===== config.mk =====
export PLATFORM = sky130hd
export DESIGN_NAME = multi_mode_ff_bank
export DESIGN_NICKNAME = d
export VERILOG_FILES = /design/src/rtl/mmff_pkg.sv /design/src/rtl/mmff_cell.sv /design/src/rtl/multi_mode_ff_bank.sv
export SDC_FILE = /design/constraint.sdc
export NUM_CORES = 1
export LEC_CHECK = 0
export ABC_AREA = 1
export ABC_CLOCK_PERIOD_IN_PS = 1600
export CORE_MARGIN = 10
export CORE_UTILIZATION = 53
export CTS_BUF_LIST = sky130_fd_sc_hd__clkbuf_16
export CTS_CLUSTER_DIAMETER = 60
export DETAILED_ROUTE_END_ITERATION = 12
export DONT_BUFFER_PORTS = 1
export PLACE_DENSITY = 0.68
export SLEW_MARGIN = 40
export SYNTH_ARGS = -nofsm -noshare
export SYNTH_HDL_FRONTEND = slang
export SYNTH_SLANG_ARGS = --single-unit

===== constraint.sdc =====
create_clock -name clk -period 1.6 [get_ports clk]
set_clock_uncertainty 0.05 [all_clocks]
set_input_delay 0.24 -clock clk [delete_from_list [all_inputs] [get_ports clk]]
set_output_delay 0.24 -clock clk [all_outputs]
set_load 0.01 [all_outputs]

===== src/rtl/mmff_pkg.sv =====
// mmff_pkg: definitions shared by the multi-mode flip-flop bank.
//   - 2-bit next-state mode encodings driven on in_mode
//   - legal WIDTH range, checked when the bank is elaborated
package mmff_pkg;

    localparam logic [1:0] MODE_LOAD   = 2'b00;
    localparam logic [1:0] MODE_TOGGLE = 2'b01;
    localparam logic [1:0] MODE_SHIFT  = 2'b10;
    localparam logic [1:0] MODE_COUNT  = 2'b11;

    localparam int WIDTH_MIN = 2;
    localparam int WIDTH_MAX = 32;

endpackage


===== src/rtl/mmff_cell.sv =====
// mmff_cell: next-state logic for one bit of the flip-flop bank.
// Ports:
//   mode      in   next-state select (LOAD / TOGGLE / SHIFT / COUNT)
//   d         in   parallel load bit
//   t         in   toggle mask bit
//   q         in   current state of this bit
//   q_left    in   state of the lower neighbour (serial input for bit 0)
//   carry_in  in   increment carry from the lower bits (1 for bit 0)
//   q_next    out  next state of this bit
//   carry_out out  increment carry into the next bit
module mmff_cell
    import mmff_pkg::*;
(
    input  logic [1:0] mode,
    input  logic       d,
    input  logic       t,
    input  logic       q,
    input  logic       q_left,
    input  logic       carry_in,
    output logic       q_next,
    output logic       carry_out
);

    // Half-adder stage of the increment; only meaningful in COUNT mode,
    // the top gates the final carry by mode.
    assign carry_out = q & carry_in;

    always_comb begin
        q_next = q;
        case (mode)
            MODE_LOAD:   q_next = d;
            MODE_TOGGLE: q_next = q ^ t;
            MODE_SHIFT:  q_next = q_left;
            MODE_COUNT:  q_next = q ^ carry_in;
            default:     q_next = q;
        endcase
    end

endmodule


===== src/rtl/multi_mode_ff_bank.sv =====
// multi_mode_ff_bank: WIDTH-bit flip-flop bank with per-cycle selectable
// next-state mode (load, per-bit toggle, serial shift, up-count).
// Parameters:
//   WIDTH      number of flip-flops (2..32)
//   RESET_VAL  value of Q after reset
// Ports:
//   clk        rising-edge clock
//   reset      synchronous active-low reset
//   in_en      update enable (0 holds Q, clears carry)
//   in_mode    00 LOAD, 01 TOGGLE, 10 SHIFT, 11 COUNT
//   in_D       parallel load data
//   in_T       toggle mask
//   in_ser     serial input, enters at bit 0
//   out_Q      registered state
//   out_QBar   ~out_Q
//   out_ser    out_Q[WIDTH-1]
//   out_carry  one-cycle pulse following a COUNT wrap to zero
//   out_parity ^out_Q, present only when MMFF_PARITY_EN is defined
module multi_mode_ff_bank
    import mmff_pkg::*;
#(
    parameter int              WIDTH     = 8,
    parameter logic [WIDTH-1:0] RESET_VAL = '0
) (
    input  logic             clk,
    input  logic             reset,
    input  logic             in_en,
    input  logic [1:0]       in_mode,
    input  logic [WIDTH-1:0] in_D,
    input  logic [WIDTH-1:0] in_T,
    input  logic             in_ser,
    output logic [WIDTH-1:0] out_Q,
    output logic [WIDTH-1:0] out_QBar,
    output logic             out_ser,
    output logic             out_carry
`ifdef MMFF_PARITY_EN
    ,
    output logic             out_parity
`endif
);

    generate
        if (WIDTH < WIDTH_MIN || WIDTH > WIDTH_MAX) begin : g_width_chk
            $error("multi_mode_ff_bank: WIDTH out of legal range");
        end
    endgenerate

    logic [WIDTH-1:0] q_q, q_d;
    logic             carry_q, carry_d;

    logic [WIDTH-1:0] cell_q;
    logic [WIDTH-1:0] shift_src;
    // Ripple carry of the increment; cy[WIDTH] is the MSB of the
    // WIDTH+1-bit sum Q+1, i.e. the wrap indication.
    logic [WIDTH:0]   cy;

    assign cy[0]     = 1'b1;
    assign shift_src = {q_q[WIDTH-2:0], in_ser};

    generate
        for (genvar gi = 0; gi < WIDTH; gi++) begin : g_cell
            mmff_cell u_cell (
                .mode      (in_mode),
                .d         (in_D[gi]),
                .t         (in_T[gi]),
                .q         (q_q[gi]),
                .q_left    (shift_src[gi]),
                .carry_in  (cy[gi]),
                .q_next    (cell_q[gi]),
                .carry_out (cy[gi+1])
            );
        end
    endgenerate

    always_comb begin
        q_d     = q_q;
        carry_d = 1'b0;
        if (in_en) begin
            q_d     = cell_q;
            carry_d = (in_mode == MODE_COUNT) && cy[WIDTH];
        end
    end

    always_ff @(posedge clk) begin
        if (!reset) begin
            q_q     <= RESET_VAL;
            carry_q <= 1'b0;
        end else begin
            q_q     <= q_d;
            carry_q <= carry_d;
        end
    end

    assign out_Q     = q_q;
    assign out_QBar  = ~q_q;
    assign out_ser   = q_q[WIDTH-1];
    assign out_carry = carry_q;

`ifdef MMFF_PARITY_EN
    assign out_parity = ^q_q;
`endif

endmodule

==> results.md <==
- Post-Syn Instances: 118
- Clock-pin slew on the worst setup and hold paths: 0.04 ns
- Largest net degree at the start of global routing: 17
- Post-CTS sizing: 0
- Smallest hold slack: 0.09124 ns
- Fmax: 732.6 MHz
- Critical Path, Cell by Cell: inv_1, nor2_1, nand3_1, nand2_1, nand2_1, nand3_1, a21oi_1
- CP max stage delay: 0.43 ns
- Synth top area cells: dfxtp_1, nand2_1, o21ai_0
- CTS Buffer Depth: 2
- Skew-Pair Late Insertion Delay: 0.24 ns
- Boundary Pins: 40
- First-pass GRT wire length: 3684 um
- Status: finished, final reports clean
- Initial antenna violation count: 0
- Yosys top cell by area: dfxtp_1
- Max-cap violations: 0
- Most common cell in the netlist: nand2_1
- Area share of the leading cell type in the synthesized netlist: 23.53%
- Placer Congestion: 0.8385
- Syn Nets: 140
- TNS Setup: 0 ns
- Area after DPL: 723.2 um2
- Synth Flop Type: dfxtp_1
- Reg area: 180.2 um2
- Dpl hpwl: 1720 um
- Final setup fails: 0
- Share of cells above drive strength 1: 14.91%
- Die area: 3365 um2
- Vias: 778
- Worst setup SP type: flip-flop
- EDFF count, synth: 0
- CTS Hold Buffers Added: 0
- Crit Path Max Fanout: 5
- # nets final: 137
- Gr usage total: 13.65%
- Rows: 13
- Drt via density: 6.031
- RR Startpoint: out_Q[2]$_SDFFE_PN0P_
- Gr ovfl total: 0
- First DRT Iteration DRCs: 17
- Die W: 58.01 um
- Leakage: 0.3555 nW
- Ys async rst share: 0%
- Port bufs: 0
- Hold WC Path Type: in2reg
- Area delta synth->final: 4.739%
- # fillers: 137
- Routed WL: 2249 um
- Synthesized area: 765.7 um2
- Worst hold start: reset
- VDD IR max: 512.5 uV
- Sequential fraction of the synthesis area: 23.53%
- Crit path from: out_Q[2]$_SDFFE_PN0P_
- Worst slew pin tran: 0.2996 ns
- Syn avg cell area: 6.489 um2
- Required time of the critical path: 1.67 ns
- CTS buffer count: 3
- Critical path's slowest cell: dfxtp_1
- Vias in the first global route: 752
- Fin util: 60.13%
- CTS root buf: clkbuf_16
- DRC errors left: 0
- First-pass DRT Iterations: 4
- RSZ-0062 raised after global routing: no
- Core footprint: 1334 um2
- Worst Setup End Kind: flip-flop
- PwrDens: 1057 nW/um2
- Setup Buffers After CTS: 0
- Antenna Cells: 0
- Power Total: 0.8479 mW
- Top cells by count, synth: nand2_1, o21ai_0, inv_1
- WP data arrival: 1.44 ns
- Ys Warns: 0
- Design Area, Final: 802.0 um2
- Final worst path period share: 85.31%
- Crit Path Class: reg2reg
- Slew HR: 80.00%
- Initial Utilization: 57.41%
- Post-route ant nets: 0
- FF+latch count, synth: 9
- Cell variety after synth: 21
- Area of the multi-input gates: 444.2 um2
- CTS tree: yes
- Max Slew Vio Count: 0
- Sink Count: 9
- Chip height: 58.01 um
- DR WL/cell: 17.43 um
- Final hold violation count: 0
- CTS H-tree lvls: 1
- Post-layout min period: 1.365 ns
## metrics by stage
step / std cells / setup WS, ns
final: 129 / 0.2350
after global routing: 129 / 0.08639
after CTS: 129 / 0.2258
after detailed placement: 125 / 0.2426
after global placement: 125 / 0.3003
after floorplan: 118 / 0.4842
## per-layer routing
metal / track usage [%] / part of all wire (%) / vias up
li1: - / - / 382
met1: 15.36 / 40 / 363
met2: 20.55 / 47 / 29
met3: 7.625 / 12 / 4
met4: 6.040 / 0.93 / 0
met5: 0 / 0 / -
## logic make-up (layout without fill, tap and decap cells)
group                  Yosys count  in the layout  synth area share (%)
buffers and inverters           26             22                 18.46
AOI/OAI and AO/OA               36             36                 25.98
and+or+nand+nor                 47             47                 32.03
DFF                              9              9                 23.53
## cell usage in the layout, fill, tap and decap left out
cell       count
nand2_1       22
inv_1         16
o21ai_0       16
a21oi_1       14
nand3_1       13
dfxtp_1        9
o211ai_1       3
nand3_2        3
clkbuf_16      3
nor2_1         2
nand2_2        2
o21ai_2        2
buf_4          2
nand2_4        1
inv_6          1
nor2_4         1
or2_1          1
nand4_2        1
a21oi_2        1
nor4_1         1
## report_power, final
part           internal, mW  switching (mW)
Combinational        0.0479          0.0865
Clock                 0.328           0.119
Sequential            0.241          0.0262
## critical path, delay by kind of cell, from the launching register on
kind	cells	cell delay, ns
and+or+nand+nor	5	0.51
AOI/OAI and AO/OA	1	0.06
DFF	1	0.43
buffers and inverters	1	0.19
## area by class of cell
type,instances,area share [%]
multi-input cells,83,55.38
flip-flops and latches,9,22.46
clock buffers,3,9.360
inverters,16,8.112
well taps,15,2.340
repair buffers,2,1.872
clock inverters,1,0.4680
## registers in the layout, summed over array words and instances, names as in the netlist
| signal | flops |
|---|---|
| out_carry | 1 |
| out_Q | 8 |
## final timing paths
check	end	slack, ns	depth (start not counted)
setup reg to reg	out_Q[4]$_SDFFE_PN0P_	0.23	7
setup / recovery	out_Q[4]$_SDFFE_PN0P_	0.23	7
hold reg to reg	out_Q[0]$_SDFFE_PN0P_	0.49	2
hold / removal	out_Q[3]$_SDFFE_PN0P_	0.09	2
Note: power is estimated with default switching activity, not from simulation.
